`src/rtl/i2c_pkg.sv`:
```
// Shared I2C definitions: master command codes, sequencer step list and
// the helpers that walk the step list for write and read transactions.
package i2c_pkg;

    localparam logic [2:0] CMD_START   = 3'b000;
    localparam logic [2:0] CMD_WR      = 3'b001;
    localparam logic [2:0] CMD_RD      = 3'b010;
    localparam logic [2:0] CMD_STOP    = 3'b011;
    localparam logic [2:0] CMD_RESTART = 3'b100;

    typedef enum logic [2:0] {
        STEP_START,
        STEP_ADDR_W,
        STEP_REG,
        STEP_WDATA,
        STEP_RESTART,
        STEP_ADDR_R,
        STEP_READ,
        STEP_STOP
    } step_e;

    typedef enum logic [2:0] {
        ST_IDLE,
        ST_ISSUE,
        ST_WAIT_DONE,
        ST_WAIT_RDY,
        ST_RESP
    } seq_state_e;

    function automatic logic [2:0] step_cmd(step_e s);
        case (s)
            STEP_START:   return CMD_START;
            STEP_RESTART: return CMD_RESTART;
            STEP_READ:    return CMD_RD;
            STEP_STOP:    return CMD_STOP;
            default:      return CMD_WR;
        endcase
    endfunction

    // Write: START, ADDR_W, REG, WDATA, STOP.
    // Read:  START, ADDR_W, REG, RESTART, ADDR_R, READ, STOP.
    function automatic step_e step_next(logic rnw, step_e s);
        case (s)
            STEP_START:   return STEP_ADDR_W;
            STEP_ADDR_W:  return STEP_REG;
            STEP_REG:     return rnw ? STEP_RESTART : STEP_WDATA;
            STEP_RESTART: return STEP_ADDR_R;
            STEP_ADDR_R:  return STEP_READ;
            default:      return STEP_STOP;
        endcase
    endfunction

endpackage

```
`src/rtl/i2c_seq_watchdog.sv`:
```
// Per-handshake watchdog: counts while enabled, clears on request, and
// flags expiry on the TIMEOUT-th cycle. TIMEOUT of zero disables it.
module i2c_seq_watchdog #(
    parameter int unsigned     TO_W    = 20,
    parameter logic [TO_W-1:0] TIMEOUT = 20'd1000000
) (
    input  logic clk,
    input  logic reset,
    input  logic en,
    input  logic clr,
    output logic expired
);

    localparam logic [TO_W-1:0] LAST = TIMEOUT - TO_W'(1);

    logic [TO_W-1:0] cnt_q, cnt_d;

    always_comb begin
        expired = (TIMEOUT != '0) && en && (cnt_q == LAST);
        cnt_d   = cnt_q;
        if (clr || !en) begin
            cnt_d = '0;
        end else if (!expired) begin
            cnt_d = cnt_q + TO_W'(1);
        end
    end

    always_ff @(posedge clk) begin
        if (reset) begin
            cnt_q <= '0;
        end else begin
            cnt_q <= cnt_d;
        end
    end

endmodule

```
`src/rtl/i2c_reg_seq.sv`:
```
// Register-access sequencer: turns one write/read request into the byte
// master's START/WR/RD/RESTART/STOP stream and returns one response.
module i2c_reg_seq
    import i2c_pkg::*;
#(
    parameter int unsigned     TO_W    = 20,
    parameter logic [TO_W-1:0] TIMEOUT = 20'd1000000
) (
    input  logic       clk,
    input  logic       reset,
    input  logic       req_valid,
    output logic       req_ready,
    input  logic       req_rnw,
    input  logic [6:0] req_dev,
    input  logic [7:0] req_reg,
    input  logic [7:0] req_wdata,
    output logic       rsp_valid,
    output logic [7:0] rsp_rdata,
    output logic       rsp_nack,
    output logic       rsp_timeout,
    output logic [2:0] m_cmd,
    output logic [7:0] m_din,
    output logic       m_wr_i2c,
    input  logic       m_ready,
    input  logic       m_done_tick,
    input  logic       m_ack,
    input  logic [7:0] m_dout
);

    seq_state_e state_q, state_d;
    step_e      step_q, step_d;
    logic       rnw_q, rnw_d;
    logic [6:0] dev_q, dev_d;
    logic [7:0] reg_q, reg_d;
    logic [7:0] wdata_q, wdata_d;
    logic [7:0] rdata_q, rdata_d;
    logic       nack_q, nack_d;
    logic [7:0] rsp_rdata_q, rsp_rdata_d;
    logic       rsp_nack_q, rsp_nack_d;
    logic       rsp_timeout_q, rsp_timeout_d;

    logic       wd_en, wd_clr, wd_expired;
    logic [2:0] cur_cmd;

    i2c_seq_watchdog #(
        .TO_W    (TO_W),
        .TIMEOUT (TIMEOUT)
    ) u_wd (
        .clk     (clk),
        .reset   (reset),
        .en      (wd_en),
        .clr     (wd_clr),
        .expired (wd_expired)
    );

    always_comb begin
        state_d       = state_q;
        step_d        = step_q;
        rnw_d         = rnw_q;
        dev_d         = dev_q;
        reg_d         = reg_q;
        wdata_d       = wdata_q;
        rdata_d       = rdata_q;
        nack_d        = nack_q;
        rsp_rdata_d   = rsp_rdata_q;
        rsp_nack_d    = rsp_nack_q;
        rsp_timeout_d = rsp_timeout_q;

        cur_cmd   = step_cmd(step_q);
        wd_en     = (state_q == ST_ISSUE) || (state_q == ST_WAIT_DONE) ||
                    (state_q == ST_WAIT_RDY);
        req_ready = (state_q == ST_IDLE);
        rsp_valid = (state_q == ST_RESP);
        m_wr_i2c  = (state_q == ST_ISSUE) && m_ready && !wd_expired;
        m_cmd     = cur_cmd;

        case (step_q)
            STEP_ADDR_W: m_din = {dev_q, 1'b0};
            STEP_REG:    m_din = reg_q;
            STEP_WDATA:  m_din = wdata_q;
            STEP_ADDR_R: m_din = {dev_q, 1'b1};
            STEP_READ:   m_din = 8'hFF;
            default:     m_din = 8'h00;
        endcase

        case (state_q)
            ST_IDLE: begin
                if (req_valid && req_ready) begin
                    rnw_d   = req_rnw;
                    dev_d   = req_dev;
                    reg_d   = req_reg;
                    wdata_d = req_wdata;
                    rdata_d = 8'h00;
                    nack_d  = 1'b0;
                    step_d  = STEP_START;
                    state_d = ST_ISSUE;
                end
            end
            ST_ISSUE: begin
                if (m_ready) begin
                    state_d = (cur_cmd == CMD_WR || cur_cmd == CMD_RD) ?
                              ST_WAIT_DONE : ST_WAIT_RDY;
                end
            end
            ST_WAIT_DONE: begin
                if (m_done_tick) begin
                    // On RD the ack bit is the master's own NACK, not the slave's.
                    if (cur_cmd == CMD_WR && m_ack) nack_d = 1'b1;
                    if (cur_cmd == CMD_RD) rdata_d = m_dout;
                    state_d = ST_WAIT_RDY;
                end
            end
            ST_WAIT_RDY: begin
                if (m_ready) begin
                    if (step_q == STEP_STOP) begin
                        state_d = ST_RESP;
                    end else begin
                        step_d  = nack_q ? STEP_STOP : step_next(rnw_q, step_q);
                        state_d = ST_ISSUE;
                    end
                end
            end
            ST_RESP: begin
                step_d  = STEP_START;
                state_d = ST_IDLE;
            end
            default: state_d = ST_IDLE;
        endcase

        // Watchdog abandons the transfer without a STOP.
        if (wd_expired) state_d = ST_RESP;

        if (state_d == ST_RESP && state_q != ST_RESP) begin
            rsp_timeout_d = wd_expired;
            rsp_nack_d    = !wd_expired && nack_q;
            rsp_rdata_d   = (wd_expired || nack_q) ? 8'h00 : rdata_q;
        end

        wd_clr = (state_d != state_q);
    end

    assign rsp_rdata   = rsp_rdata_q;
    assign rsp_nack    = rsp_nack_q;
    assign rsp_timeout = rsp_timeout_q;

    always_ff @(posedge clk) begin
        if (reset) begin
            state_q       <= ST_IDLE;
            step_q        <= STEP_START;
            rnw_q         <= 1'b0;
            dev_q         <= 7'h00;
            reg_q         <= 8'h00;
            wdata_q       <= 8'h00;
            rdata_q       <= 8'h00;
            nack_q        <= 1'b0;
            rsp_rdata_q   <= 8'h00;
            rsp_nack_q    <= 1'b0;
            rsp_timeout_q <= 1'b0;
        end else begin
            state_q       <= state_d;
            step_q        <= step_d;
            rnw_q         <= rnw_d;
            dev_q         <= dev_d;
            reg_q         <= reg_d;
            wdata_q       <= wdata_d;
            rdata_q       <= rdata_d;
            nack_q        <= nack_d;
            rsp_rdata_q   <= rsp_rdata_d;
            rsp_nack_q    <= rsp_nack_d;
            rsp_timeout_q <= rsp_timeout_d;
        end
    end

endmodule

```
`config.mk`:
```
export PLATFORM = sky130hd
export DESIGN_NAME = i2c_reg_seq
export DESIGN_NICKNAME = d
export VERILOG_FILES = /design/src/rtl/i2c_pkg.sv /design/src/rtl/i2c_seq_watchdog.sv /design/src/rtl/i2c_reg_seq.sv
export SDC_FILE = /design/constraint.sdc
export NUM_CORES = 1
export LEC_CHECK = 0
export CELL_PAD_IN_SITES_DETAIL_PLACEMENT = 1
export CELL_PAD_IN_SITES_GLOBAL_PLACEMENT = 2
export CORE_ASPECT_RATIO = 1.1
export CORE_MARGIN = 2
export CORE_UTILIZATION = 30
export CTS_BUF_LIST = sky130_fd_sc_hd__clkbuf_16
export DETAILED_ROUTE_END_ITERATION = 10
export HOLD_SLACK_MARGIN = 0.08
export PLACE_DENSITY_LB_ADDON = 0.2
export SYNTH_ARGS = -nofsm -noshare
export SYNTH_HDL_FRONTEND = slang
export SYNTH_SLANG_ARGS = --single-unit
```
`constraint.sdc`:
```
create_clock -name clk -period 2.9 [get_ports clk]
set_input_delay 0.58 -clock clk [delete_from_list [all_inputs] [get_ports clk]]
set_output_delay 0.58 -clock clk [all_outputs]
set_load 0.005 [all_outputs]
```
[Word-level counts from Yosys, hierarchy flattened]
Cells that the tools add are included.
Word-level totals
  output and inout bits: 24
  word-level logic and storage cells: 85
  flip-flop bits (word level): 69
  input port bits: 38
Cells by class
  equal/unequal tests: 23
  reduce and logical (&&, ||, !) cells: 23
  $add $sub $neg: 1
  multiplexer cells: 26
Operators with widths (number)
  one-hot mux 8 bit (5 select lines): 1
  2-to-1 mux 3 bit: 11
  2-to-1 mux 8 bit: 4
  one-hot mux 3 bit (4 select lines): 2
  adder 20 x 1 -> 20 bit, second input constant: 1
  equality test 20 bit, second input constant: 1
  equality test 3 bit, second input constant: 6
  one-hot mux 8 bit (2 select lines): 1
  equality test 3 x 2 -> 1 bit, second input constant: 5
  one-hot mux 3 bit (5 select lines): 1
  AND reduction 4 bit: 3
  equality test 3 x 1 -> 1 bit, second input constant: 3
  one-hot mux 3 bit (3 select lines): 1
  logical AND 1 bit: 7
  logical NOT 3 bit: 2
  != test 2 x 1 -> 1 bit, second input constant: 3
  != test 2 bit, second input constant: 3
  logical OR 1 bit: 5
  2-to-1 mux 1 bit: 4
  != test 3 bit: 1
  != test 3 bit, second input constant: 1
  nonzero test 3 bit: 1
  logical NOT 1 bit: 2
  one-hot mux 1 bit (2 select lines): 1
  3 further kinds: 3

[Longest topological paths before layout]
  word-level depth: 11
  mapped depth: 6
  depth with buffers taken out: 5

[Hierarchy]
A second synthesis with hierarchy kept.
Unflattened totals
  cell total of the unflattened synthesis: 406
  area total of the unflattened synthesis: 3485.8 um^2
By module, submodules not included
  i2c_reg_seq: instances 1, seq. area each 980.9 um^2, area an instance 2454.9 um^2, cells an instance 296
  i2c_seq_watchdog: instances 1, seq. area each 400.4 um^2, area an instance 1031.0 um^2, cells an instance 110

[Worst setup path after synthesis]
OpenSTA, ideal clock, no wires.
  path kind: register to output
  from: register u_wd.cnt_q[6]
  to: output m_wr_i2c
  data required time: 2.320 ns
  slack: 0.647 ns
  cell stages (with the launch flop): 5
  buffers on the path: 0
  data arrival time: 1.673 ns
  cells stage by stage: dfxtp_1 -> or4_1 -> or4_4 -> nand4b_1 -> nor4b_1
Between the ends
  word-level cells in the longest chain between the ends: 4
Ends and longest elaborated chain
  from (decl): line i2c_seq_watchdog.sv:16  | logic [TO_W-1:0] cnt_q, cnt_d;
  from (signal assigned): line i2c_seq_watchdog.sv:32  | cnt_q <= cnt_d;
  equality test 20 bit: line i2c_seq_watchdog.sv:19  | expired = (TIMEOUT != '0) && en && (cnt_q == LAST);
  logical AND 1 bit: line i2c_seq_watchdog.sv:19
  logical NOT 1 bit
  logical AND 1 bit: line i2c_reg_seq.sv:74  | m_wr_i2c = (state_q == ST_ISSUE) && m_ready && !wd_expired;
  to (decl): line i2c_reg_seq.sv:23  | output logic m_wr_i2c,
Every way passes these cells.

[Final worst setup path]
Ends and elaborated chain as after synthesis.

==> key figures <==
Status
  – Status: completed

Die
  – Starting Density: 30.8%
  – Core area: 0.0103 mm^2
  – Die Span Y: 112 um
  – Die area: 0.0115 mm^2
  – Die W: 102 um
  – IO Count: 62
  – Row cnt: 39

Run
  – Max Cap Violations: 0

STA
  – Final worst path period share: 95.5%
  – Clock period minus worst slack: 2.77 ns
  – Worst slew pin tran: 0.815 ns
  – RSZ-0062 raised after global routing: false
  – Max-slew violation count: 0
  – Slew headroom: 45.0%
  – Total negative slack: 0 ns
  – Hold Fails Final Rpt: 0
  – Final setup viols: 0
  – Worst Skew: 0.00479 ns
  – Fmax: 361 MHz

Drt
  – Routed vias: 3065
  – 1st-iter DRT viols: 110
  – DRT Wirelength: 9.56 mm
  – Routed length per instance: 15.6 um
  – Via density: 5.02
  – DRC viols: 0
  – DR pass1 iterations: 4
  – Routed Antenna Nets: 0

Hold path
  – Worst hold path type: flip-flop to flip-flop
  – Worst hold start: rsp_rdata[1]

Global route
  – Met2 global-route usage: 30.3%
  – Gr usage total: 17.5%
  – Met1 GRT Util: 22.1%
  – Largest net degree at the start of global routing: 38
  – Grt total ovfl: 0
  – Initial antenna violation count: 0
  – M3 GR Usage: 3.24%
  – First-pass GRT wire length: 15.8 mm
  – Number of global-route vias before repair: 3271
  – Global routing's busiest layer: met2

Logic synthesis
  – Register area share after synthesis: 43.4%
  – Mapped Cells: 401
  – Post-synthesis mux area share: 0%
  – Mapped Area: 0.00318 mm^2
  – Number of flops mapped to enable cells by yosys: 0
  – Top cells by count, synth: nand2_1 (85), dfxtp_1 (69), a21oi_1 (42)
  – Synth async-reset ratio: 0%
  – Yosys warning count: 0
  – Top-count cell post-synth: nand2_1
  – Yosys top cell area share: 43.4%
  – Netlist cell types: 50
  – Ys flop type: dfxtp_1
  – Syn_nets: 440
  – Combinational family with the most area after synthesis: simple AND/OR/NAND/NOR gates
  – Simple-gate share of the synthesized area: 27.7%
  – Post-Synth Adder-Cell Area: 0.393%
  – Top post-synthesis cells by area: dfxtp_1 (43%), nand2_1 (10%), a21oi_1 (6.6%)
  – Yosys reg bits: 69
  – Post-synth top area cell: dfxtp_1
  – Synthesized area per cell: 7.94 um^2
  – XOR/XNOR Fraction of Synth Area: 3.58%
  – Compound-cell area share of the yosys netlist: 18.9%

Power and ir drop
  – Peak VDD IR: 0.295 mV
  – Leak: 0.00145 uW
  – Power Total: 2350 uW
  – Pwr dens: 549 mW/mm^2

Clock network
  – CTS Buffer Depth: 2
  – Num CTS Buffers: 9
  – Total clock sinks: 69
  – CTS H-tree depth: 3
  – Clock Latency Late Sink: 0.32 ns
  – CTS tree: done
  – CTS root buffer: clkbuf_16
  – Clock-pin slew on the worst setup and hold paths: 0.06 ns

Worst setup path
  – R2R setup slack: 0.57 ns
  – Nature of the critical path endpoint: output pin
  – Critical path type: flip-flop to output pin
  – R2R Path End: u_wd.cnt_q[6]
  – Crit. Startpoint: u_wd.cnt_q[6]
  – CP Capture Point: m_wr_i2c
  – Critical Path RT: 2.32 ns
  – Crit start category: flip-flop
  – R2R depth: 5
  – CP Data Arrival Time: 2.19 ns
  – CP max FO: 2
  – Origin of the critical flop-to-flop path: u_wd.cnt_q[6]

Placed design
  – GPL Wtd Cong: 0.756
  – DP HPWL: 6.71 mm
  – PortBufs: 61
  – Placed cells: 591
  – Dpl cell area: 0.00394 mm^2

Finish
  – Diodes inserted: 0
  – Area growth, synth to finish: 34.6%
  – Finished Cell Area: 0.00429 mm^2
  – FILL cells: 1237
  – Share of layout cells above drive strength 1: 9.62%
  – Finished Layout Cells: 611
  – Nets: 502
[per-stage QoR]
stage | util, % | worst slack (ns) | hold slack (ns)
after floorplan | - | 0.647 | 0.433
after global placement | 38.1 | 0.186 | 0.439
after detailed placement | 38.1 | 0.162 | 0.444
after CTS | 41.4 | 0.0476 | 0.452
after global routing | 41.4 | 0.0694 | 0.486
final | 41.4 | 0.131 | 0.450
[cells by family (layout without fill, tap and decap cells)]
logic type               Yosys count  in the layout
AO/OA/AOI/OAI                    101            101
XOR/XNOR                          13             13
adder cells (fa/ha/maj)            1              1
buffers and inverters             41            108
flip-flops                        69             69
AND/OR/NAND/NOR                  176            176
[power breakdown]
group	total, uW	switching, uW	internal [uW]	leakage [uW]
registers	990	15.1	975	0.000560
clock network	1160	414	748	0.000153
logic	200	108	92.2	0.000735
total	2350	537	1820	0.00145
[cells in the final DEF, fill, tap and decap left out, drive strengths merged, types with 8 or more instances in the layout]
master	count
dfxtp	69
xor2	8
nor3	18
nand3	18
buf	17
nand2	85
clkbuf	10
nor2	12
a21oi	42
o21ai	26
clkdlybuf4s50	60
a22oi	8
inv	13
[final cells by class]
cell class	count	area, um^2	share of cell area (%)
clock buffer	9	225	5.26
clock inverter	7	90.1	2.10
inverter	14	52.6	1.23
multi-input combinational	291	1620	37.9
sequential	69	1380	32.3
tap	143	179	4.18
timing repair buffer	78	733	17.1
[what timing repair did]
action,in CTS,in global routing
resized for setup,4,1
pin swaps,2,0
buffers inserted,3,1
endpoints found under the setup margin,1,1
gates cloned,0,0
hold buffers,0,0
endpoints found under the hold margin,0,0
[worst min path at each step]
stage,to,slack [ns],cells after the start
after floorplan,reg_q[0],0.43,2
after global placement,reg_q[7],0.44,2
after global routing,wdata_q[1],0.49,2
after detailed placement,rsp_rdata[1],0.44,2
final,rsp_rdata[1],0.45,2
after CTS,rsp_rdata[1],0.45,2
[sequential cells by signal, indices dropped and copies added, names as in the netlist, 3 cells and up]
signal      cells
u_wd.cnt_q     20
rdata_q         8
reg_q           8
rsp_rdata       8
wdata_q         8
dev_q           7
state_q         3
step_q          3
[critical path, stage by stage (launching register included)]
cell and delay [ns]:
dfxtp_1 0.31, or4_1 0.53, or4_4 0.50, nand4b_1 0.21, nor4b_2 0.19, clkbuf_2 0.12
[layer usage]
metal | wire length, um | vias up
li1 | - | 1541
met1 | 4380 | 1468
met2 | 4770 | 49
met3 | 323 | 7
met4 | 89 | 0
met5 | 0 | -
Power figures use the tool's default switching activity.
